<file path="src/rtl/ad7606_emu.sv">
// AD7606 emulator: responds to CONVST/CS/RD like the real ADC so the existing
// controller can be exercised in FPGA. Each sample word carries a running
// conversion count and its channel index, so the controller's data path can
// be checked end to end.
module ad7606_emu #(
    parameter int BUSY_BASE_CYC = 200,
    parameter int NUM_CH        = 8
) (
    input  logic        fpga_clk_i,
    input  logic        reset_n_i,
    input  logic        adc_convst_i,
    input  logic        adc_reset_i,
    input  logic [2:0]  adc_os_i,
    input  logic        adc_cs_n_i,
    input  logic        adc_rd_n_i,
    output logic [15:0] adc_db_o,
    output logic        adc_busy_o,
    output logic        adc_frstdata_o
);

    // Counter wide enough for the longest BUSY (oversampling code 6 = x64).
    localparam int CNT_W = $clog2(BUSY_BASE_CYC * 64 + 1);

    typedef enum logic [1:0] {
        IDLE  = 2'd0,
        CONV  = 2'd1,
        READY = 2'd2
    } state_t;

    state_t             state_r;
    logic               convst_r;
    logic               rd_n_r;
    logic               convst_rise_s;
    logic               rd_fall_s;
    logic               rd_rise_s;
    logic [CNT_W-1:0]   busy_cnt_r;
    logic [CNT_W-1:0]   busy_load_s;
    logic [2:0]         ptr_r;
    logic [2:0]         ptr_next_s;
    logic [12:0]        conv_cnt_r;
    logic [15:0]        db_r;
    logic               busy_r;
    logic               frst_r;

    // BUSY length for an oversampling code; code 7 is reserved and behaves as 0.
    function automatic logic [CNT_W-1:0] busy_len_f(input logic [2:0] os);
        logic [CNT_W-1:0] base;
        base = CNT_W'(BUSY_BASE_CYC);
        case (os)
            3'd7:    busy_len_f = base;
            default: busy_len_f = base << os;
        endcase
    endfunction

    // Edge detection, busy reload value and channel pointer wrap.
    always_comb begin
        convst_rise_s = adc_convst_i & ~convst_r;
        rd_fall_s     = ~adc_rd_n_i & rd_n_r;
        rd_rise_s     = adc_rd_n_i & ~rd_n_r;
        // The count runs N-1 down to 0, giving exactly N cycles of BUSY.
        busy_load_s   = busy_len_f(adc_os_i) - {{(CNT_W-1){1'b0}}, 1'b1};
        if (ptr_r == 3'(NUM_CH - 1)) begin
            ptr_next_s = 3'd0;
        end else begin
            ptr_next_s = ptr_r + 3'd1;
        end
    end

    // Edge registers keep tracking during ADC RESET so a CONVST held high
    // across the reset is not seen as a fresh edge afterwards.
    always_ff @(posedge fpga_clk_i or negedge reset_n_i) begin
        if (!reset_n_i) begin
            convst_r <= 1'b0;
            rd_n_r   <= 1'b1;
        end else begin
            convst_r <= adc_convst_i;
            rd_n_r   <= adc_rd_n_i;
        end
    end

    // Conversion/readout state machine with registered bus outputs.
    always_ff @(posedge fpga_clk_i or negedge reset_n_i) begin
        if (!reset_n_i) begin
            state_r    <= IDLE;
            busy_r     <= 1'b0;
            busy_cnt_r <= {CNT_W{1'b0}};
            ptr_r      <= 3'd0;
            conv_cnt_r <= 13'd0;
            db_r       <= 16'h0000;
            frst_r     <= 1'b0;
        end else if (adc_reset_i) begin
            state_r    <= IDLE;
            busy_r     <= 1'b0;
            busy_cnt_r <= {CNT_W{1'b0}};
            ptr_r      <= 3'd0;
            conv_cnt_r <= 13'd0;
            db_r       <= 16'h0000;
            frst_r     <= 1'b0;
        end else begin
            case (state_r)
                IDLE: begin
                    if (convst_rise_s) begin
                        state_r    <= CONV;
                        busy_r     <= 1'b1;
                        busy_cnt_r <= busy_load_s;
                    end
                end
                CONV: begin
                    // Further CONVST edges are ignored; the os code was
                    // captured in the count when the conversion started.
                    if (busy_cnt_r == {CNT_W{1'b0}}) begin
                        state_r    <= READY;
                        busy_r     <= 1'b0;
                        ptr_r      <= 3'd0;
                        conv_cnt_r <= conv_cnt_r + 13'd1;
                    end else begin
                        busy_cnt_r <= busy_cnt_r - {{(CNT_W-1){1'b0}}, 1'b1};
                    end
                end
                READY: begin
                    // A new conversion wins over a coincident read.
                    if (convst_rise_s) begin
                        state_r    <= CONV;
                        busy_r     <= 1'b1;
                        busy_cnt_r <= busy_load_s;
                    end else if (!adc_cs_n_i) begin
                        if (rd_fall_s) begin
                            db_r   <= {conv_cnt_r, ptr_r};
                            frst_r <= (ptr_r == 3'd0);
                        end else if (rd_rise_s) begin
                            ptr_r <= ptr_next_s;
                        end
                    end
                end
                default: begin
                    state_r <= IDLE;
                    busy_r  <= 1'b0;
                end
            endcase
            // Deselecting the chip clears the bus regardless of state.
            if (adc_cs_n_i) begin
                db_r   <= 16'h0000;
                frst_r <= 1'b0;
            end
        end
    end

    assign adc_db_o       = db_r;
    assign adc_busy_o     = busy_r;
    assign adc_frstdata_o = frst_r;

endmodule

</file>
<file path="config.mk">
export PLATFORM = sky130hd
export DESIGN_NAME = ad7606_emu
export DESIGN_NICKNAME = d
export VERILOG_FILES = /design/src/rtl/ad7606_emu.sv
export SDC_FILE = /design/constraint.sdc
export NUM_CORES = 1
export LEC_CHECK = 0
export BUFFER_PORTS_ARGS = -buffer_cell sky130_fd_sc_hd__buf_4
export CORE_MARGIN = 3
export CORE_UTILIZATION = 55
export CTS_CLUSTER_DIAMETER = 80
export DETAILED_ROUTE_END_ITERATION = 16
export HOLD_SLACK_MARGIN = 0.05
export PLACE_DENSITY = 0.75
export RECOVER_POWER = 50
export SLEW_MARGIN = 20
export SYNTH_ARGS = -nofsm -noshare
export SYNTH_HDL_FRONTEND = slang
export SYNTH_SLANG_ARGS = --single-unit
</file>
<file path="constraint.sdc">
create_clock -name fpga_clk_i -period 7.4 [get_ports fpga_clk_i]
set_clock_uncertainty 0.2 [all_clocks]
set_input_delay 1.11 -clock fpga_clk_i [delete_from_list [all_inputs] [get_ports fpga_clk_i]]
set_output_delay 1.11 -clock fpga_clk_i [all_outputs]
set_load 0.02 [all_outputs]
</file>
After elaboration in Yosys (flattened, before gate mapping) --
Index checks and enable logic that the tools add are counted. W data, S select, Z words.
Word-level totals: input bits 9, memory bits (writable) 0, memory bits (read-only) 0, memories 0, flip-flop bits (word level) 52, latch bits 0, output and inout bits 18, logic and storage cells 81
Cells by class: div/mod/pow operators 0, eq/ne operators 12, muxes and demuxes 34, multipliers 0, shift-type cells 1, add/sub/neg operators 4, magnitude comparators 0, bitwise logic cells 6, reductions and logical operators 15
Operators with widths (number):
- $mux W16 | 5
- $mux W14 | 4
- $mux W13 | 3
- $pmux W14 S2 | 1
- $sub A14 B1 Y14 const B | 2
- $mux W3 | 7
- $ne A3 B3 Y1 const B | 7
- $logic_not A14 Y1 | 1
- $shl A8 B3 Y14 const A | 1
- $add A13 B1 Y13 const B | 1
- $reduce_bool A3 Y1 | 4
- $mux W1 | 8
- $eq A3 B3 Y1 const B | 2
- $mux W2 | 3
- $pmux W3 S2 | 1
- $reduce_and A3 Y1 | 2
- $reduce_and A6 Y1 | 1
- $pmux W2 S2 | 1
- $reduce_and A2 Y1 | 2
- $reduce_bool A2 Y1 | 2
- $add A3 B1 Y3 const B | 1
- $and A1 B1 Y1 | 3
- $logic_not A3 Y1 | 1
- $ne A3 B1 Y1 const B | 1
- other kinds (6) | 8

Longest topological paths before layout --
Gate-level depths: netlist (run 1).
depth after elaboration 8, gate-level depth with buffers 8, mapped depth without buffers 7

Worst setup path before layout (run 1) --
No wires, ideal clock.
path type in2reg, from input port adc_os_i[0], to register busy_cnt_r[13], data required time 7.078 ns, data arrival time 2.782 ns, setup slack 4.296 ns, path buffers 0, stages on the path 7, setup time 0.122 ns, cells stage by stage inv_1 ha_1 and2b_1 o31ai_4 nand4b_2 or4_1 a32o_1
On the way: word-level cells in the longest chain between the ends 6, elaborated cells on any way between the ends 7, those cells by class add/sub (1); eq/ne (1); shift (1); mux (4)
Ends and longest elaborated chain:
- from (decl) | RTL line 13 | input logic [2:0] adc_os_i,
- $shl A8 B3 Y14 / $eq A3 B3 Y1 (equally long branches) | RTL line 51, 49
- $mux W14 * | RTL line 49 | case (os)
- $sub A14 B1 Y14 * | RTL line 61 | busy_load_s = busy_len_f(adc_os_i) - {{(CNT_W-1){1'b0}}, 1'b1};
- $mux W14 * | RTL line 102, 122
- $pmux W14 S2 * | RTL line 100 | case (state_r)
- $mux W14 * | RTL line 91 | end else if (adc_reset_i) begin
- to (signal assigned) | RTL line 94 | busy_cnt_r <= {CNT_W{1'b0}};
- to (signal assigned) | RTL line 105 | busy_cnt_r <= busy_load_s;
- to (signal assigned) | RTL line 125 | busy_cnt_r <= busy_load_s;
- to (decl) | RTL line 36 | logic [CNT_W-1:0] busy_cnt_r;
Mark *: on every way between the ends. The rest lies on a longest branch, timed or not. The select of a mux whose other input is x is not followed. A chain may end at the register's enable or synchronous reset.

==> results of run 1 <==
==> Yosys cell counts, drive strengths merged (2+ instances only) <==
cell	instances	share of area, %
nor4	8	2.6
nor2b	6	1.3
dfrtp	50	42
o211ai	2	0.50
mux2	2	0.75
a31o	5	1.5
clkbuf	7	0.88
nand4	6	1.5
and3	4	0.84
or4	3	0.75
nand3	9	1.5
o31a	2	0.63
nor3	11	2.2
nand4b	2	0.80
a22o	16	4.7
nand2b	7	1.5
o21ai	11	2.0
nand2	27	3.4
a32o	3	1.0
buf	5	0.96
a21oi	16	2.7
ha	10	4.2
a22oi	3	0.75
nor2	26	3.3
inv	11	1.4
a21boi	2	0.50
or3	4	0.84
and2b	3	0.84
xnor2	8	2.3
o31ai	9	3.2
a311oi	3	1.1
or3b	2	0.59
mux2i	5	1.7
and3b	2	0.59
==> worst max-delay path by stage <==
stage	to	slack (ns)	depth (start not counted)
6_report	adc_busy_o	3.93	1
5_1_grt	adc_busy_o	3.34	1
4_1_cts	busy_cnt_r[12]	4.23	8
3_5_place_dp	busy_cnt_r[12]	3.91	8
3_3_place_gp	busy_cnt_r[12]	4.03	8
2_1_floorplan	busy_cnt_r[13]	4.30	7
==> metal layers <==
layer | GRT usage (%) | vias to the layer above | share of wire, % | wire length (µm)
li1 | - | 1184 | - | -
met1 | 30.8 | 1157 | 50 | 3120
met2 | 32.1 | 44 | 46 | 2860
met3 | 3.50 | 6 | 3.8 | 239
met4 | 5.67 | 0 | 0.95 | 60
met5 | 0 | - | 0 | 0
==> cell type report <==
class	count	area share (%)
multi-input combinational	231	49.1
sequential	51	38.7
timing repair buffer	28	5.34
tap	70	2.65
clock buffer	6	2.50
inverter	11	1.25
clock inverter	2	0.492
==> flip-flops by register name, summed over array words and instances, names as in the netlist <==
name,flops
adc_frstdata_o,1
busy_cnt_r,14
ptr_r,3
convst_r,1
adc_db_o,16
rd_n_r,1
state_r,1
adc_busy_o,1
conv_cnt_r,13
==> logic make-up after synthesis <==
kind of cell,after synthesis
buffers and inverters,23
XOR/XNOR,9
adder cells (fa/ha/maj),10
flip-flops,51
AO/OA/AOI/OAI,81
AND/OR/NAND/NOR,124
multiplexers,7
==> power by group through the flow <==
stage                     logic [W]  clock network [W]  registers (W)
after floorplan           0.0000940                  0       0.000305
after global placement     0.000121                  0       0.000312
after detailed placement   0.000122                  0       0.000312
after CTS                  0.000122           0.000174       0.000307
after global routing       0.000136           0.000186       0.000310
final                      0.000123           0.000170       0.000308
==> stage by stage <==
step | cell area (µm²) | total power, W | hold slack (ns) | instances | util, %
6_report | 3300 | 0.000601 | 0.307 | 399 | 63.9
5_1_grt | 3300 | 0.000632 | 0.328 | 399 | 63.9
4_1_cts | 3330 | 0.000604 | 0.315 | 399 | 64.3
3_5_place_dp | 3230 | 0.000434 | 0.293 | 391 | 62.4
3_3_place_gp | 3230 | 0.000433 | 0.290 | 391 | 62.4
2_1_floorplan | 2980 | 0.000399 | 0.281 | 305 | -
==> results.toml, run 1 <==
[timing]
worstMarginPinSlew_ns = 2.60
setup_tns_ns = 0
finalSetupViolCount = 0
rsz0062_at_grt = "false"
layout_setup_ws_ns = 3.93
fin_crit_ns = 3.47
fmaxAchievable_mhz = 288
relSlewSlack_pct = -73.7
fin_crit_sh_pct = 46.9
hold_viol = 0
drv_slew = 52

[setup_path]
path_cells = "clkbuf_1"
crit_required_ns = 6.87
rr_worst_depth = 5
max_stage_delay_ns = 1.82
worstSetupPathType = "in2async"
crit_family = "buffers and inverters"
crit_slowest_cell = "clkbuf_1"
r2r-end = "conv_cnt_r[12]"
rrSetupSlack_ns = 4.62
cp-start-kind = "input port"
path_buf_inv = 1
rr_startpoint = "adc_busy_o"
startpoint = "reset_n_i"
end_kind = "async pin"
cp_max_fo = 51
worst_ep_arrival_time_ns = 2.94

[floorplan]
start_util_pct = 57.7
io_pins = 27
core_area_um2 = 5170
die_w_um = 79.7
die_h_um = 79.7
dieArea_um2 = 6350
fp-row-count = 26

[synth]
ys_seq_area_share_pct = 42.8
yosysWarnings = 0
synth-adder-area-share_pct = 4.19
ys_seq_elements = 51
synthMuxAreaShare_pct = 2.43
postSynthAreaPerCell_um2 = 9.78
synth_xor_area_share_pct = 2.64
async_flop_share_pct = 100
synth_edf_count = 0
synth_top_family_by_area = "simple AND/OR/NAND/NOR gates"
synthFlopType = "dfrtp_1"
synth.distinct_cells = 66
syn_nets = 324
yosys.area_share.simple_pct = 23.7
syn_inst = 305
synth_compound_area_share_pct = 21.0
synth_area_um2 = 2980

[route]
vias_per_cell = 5.99
routed_wirelength_um = 6290
firstDrtPassIters = 4
first_iter_violations = 159
via_count = 2391
final_antenna_net_count = 0
drcViolationCount = 0
avgRoutedWirePerCell_um = 15.8

[cells_and_area]
fillCellCount = 454
regArea_um2 = 1280
syn_to_final_growth_pct = 10.7
final_common_cell = "dfrtp_1"
multi_input_area_um2 = 1620
final_cell_mix = "dfrtp_1, nand2_1, nor2_1"
drive_gt1_share_pct = 16.1
num_antenna_cells = 0
final_net_count = 347

[clock_tree]
clk_latency_ns = 0.30
ctsHoldBuffers = 0
path_clk_slew_ns = 0.09
root_buffer = "clkbuf_8"
cts_buffer_depth = 2
h-tree-depth = 2
cts_setup_buffers = 0
cts_resized = 0
cts_tree = "done"
cts.sink_count = 51
cts_buffers = 5

[worst_hold_path]
hold_start = "adc_db_o[1]"
min_delay_path_depth = 1
hold_end = "adc_db_o[1]"
hold_path.class = "reg2reg"

[global_route]
overflow = 0
grt_pass1_vias = 2159
grtUsageTotal_pct = 21.0
grt_max_degree = 52
antenna_found_initial = 0
grt_pass1_wl_um = 10500

[power_and_ir_drop]
seqPwrFrac_pct = 51.2
swShare_pct = 31.3
ir_drop_mv = 0.0938
leakagePower_nw = 1.46
switchingPower_w = 0.000188
combPwrFrac_pct = 20.4
powerDensity_nw_per_um2 = 182
p_int_w = 0.000412
clock_power_share_pct = 28.4

[status]
violations = "max-capacitance violations, max-slew violations"
outcome = "complete, but fails checks"

[placement]
dp_hpwl_um = 4500
gp_congestion = 0.937
pre_cts_slack_ns = 3.91
port_buffers = 26

[job]
drv_cap = 1
Note: power is estimated with default switching activity, not from simulation.
==> run 2, diff against run 1 <==
clock period = 3.2 ns   (was 7.4 ns; I/O delays follow)
==> run 2 against run 1 <==
Effect of this change:
- the flow now finishes without violations
- first-iteration DRC count shrank 21%
- sequential cell count is the same
- core utilization grew 0.94 points
- largest power group unchanged
- setup slack lost 3.4 ns
- sequential power grew 130%
==> results.toml, run 2 (synthesis gave the netlist of run 1 again) <==
[status]
outcome = "completed"

[placement]
dp_cells = 396
port_buffers = 26
dp_hpwl_um = 4670
pre_cts_slack_ns = 0.378
gp_congestion = 0.962

[setup_path]
crit_slowest_cell = "dfrtp_1"
rr_startpoint = "adc_busy_o"
rr_worst_depth = 7
worstSetupPathType = "reg2reg"
crit_family = "simple AND/OR/NAND/NOR gates"
cp-start-kind = "register"
startpoint = "adc_busy_o"
path_buf_inv = 1
crit_cells = 7
path_cells = "buf_4 -> nand2_1 -> ha_1 -> o31ai_1 -> nor3_1 -> nand4_1 -> a31o_2"
crit_required_ns = 3.20
end_kind = "register"
max_stage_delay_ns = 0.62
worst_ep_arrival_time_ns = 2.68
cp_max_fo = 16

[global_route]
antenna_found_initial = 0
grt_pass1_wl_um = 11000
overflow = 0
grtUsageTotal_pct = 21.8
grt_pass1_vias = 2313
grt_max_degree = 52

[floorplan]
dieArea_um2 = 6350
core_area_um2 = 5170
die_w_um = 79.7
io_pins = 27
fp-row-count = 26
start_util_pct = 57.7
die_h_um = 79.7

[clock_tree]
cts_buffer_depth = 2
cts_setup_buffers = 0
cts.sink_count = 51
h-tree-depth = 2
cts_buffers = 5
ctsHoldBuffers = 1
cts_tree = "done"
clk_latency_ns = 0.30
root_buffer = "clkbuf_8"
cts_resized = 0
path_clk_slew_ns = 0.10

[timing]
rsz0062_at_grt = "false"
fin_crit_sh_pct = 83.8
fmaxAchievable_mhz = 373
finalSetupViolCount = 0
drv_slew = 0
setup_tns_ns = 0
timing.hold.ws_ns = 0.0919
layout_setup_ws_ns = 0.520
relSlewSlack_pct = 18.7
hold_viol = 0
worstMarginPinSlew_ns = 1.22
fin_crit_ns = 2.68

[route]
via_count = 2473
firstDrtPassIters = 4
avgRoutedWirePerCell_um = 15.9
routed_wirelength_um = 6460
vias_per_cell = 6.11
drcViolationCount = 0
first_iter_violations = 126
final_antenna_net_count = 0

[power_and_ir_drop]
powerDensity_nw_per_um2 = 437
p_total_w = 0.00147
ir_drop_mv = 0.271
leakagePower_nw = 1.50

[worst_hold_path]
min_delay_path_depth = 1
hold_path.class = "in2reg"
hold_start = "adc_convst_i"

[cells_and_area]
final_cell_mix = "dfrtp_1, nand2_1, nor2_1"
num_antenna_cells = 0
final_net_count = 353
drive_gt1_share_pct = 17.0
stdcell_count = 405
largest_register_ffs = 16
fillCellCount = 413
syn_to_final_growth_pct = 12.4
final_common_cell = "dfrtp_1"

[job]
drv_cap = 0
run 2: power by group:
group | total, W | leakage [nW] | switching [W] | internal [W]
logic | 0.000297 | 0.745 | 0.000182 | 0.000115
clock network | 0.000463 | 0.0548 | 0.000227 | 0.000236
registers | 0.000705 | 0.697 | 0.0000369 | 0.000669
total | 0.00147 | 1.50 | 0.000446 | 0.00102
run 2: per-stage QoR:
stage,area [µm²],util (%)
after floorplan,2980,-
after global placement,3260,63.1
after detailed placement,3260,63.1
after CTS,3390,65.5
after global routing,3350,64.8
final,3350,64.8
run 2: final timing paths:
check                            endpoint  slack (ns)
max in group asynchronous   busy_cnt_r[5]        1.31
max                        busy_cnt_r[12]        0.52
min in group asynchronous     adc_db_o[0]        0.76
min                              convst_r        0.09
max reg2reg                busy_cnt_r[12]        0.52
min reg2reg                  adc_db_o[13]        0.31
run 2: cell type report:
| type | instances | area [µm²] | share of cell area, % |
|---|---|---|---|
| clock buffer | 5 | 68.8 | 2.05 |
| clock inverter | 3 | 46.3 | 1.38 |
| inverter | 11 | 41.3 | 1.23 |
| multi-input combinational | 231 | 1610 | 48.0 |
| sequential | 51 | 1280 | 38.1 |
| tap | 70 | 87.6 | 2.61 |
| timing repair buffer | 34 | 221 | 6.60 |
run 2: per-layer routing:
metal,GRT usage [%],vias up,share of wire (%)
li1,-,1187,-
met1,29.6,1205,46
met2,35.6,69,48
met3,3.95,12,5.3
met4,6.19,0,1.5
met5,0,-,0
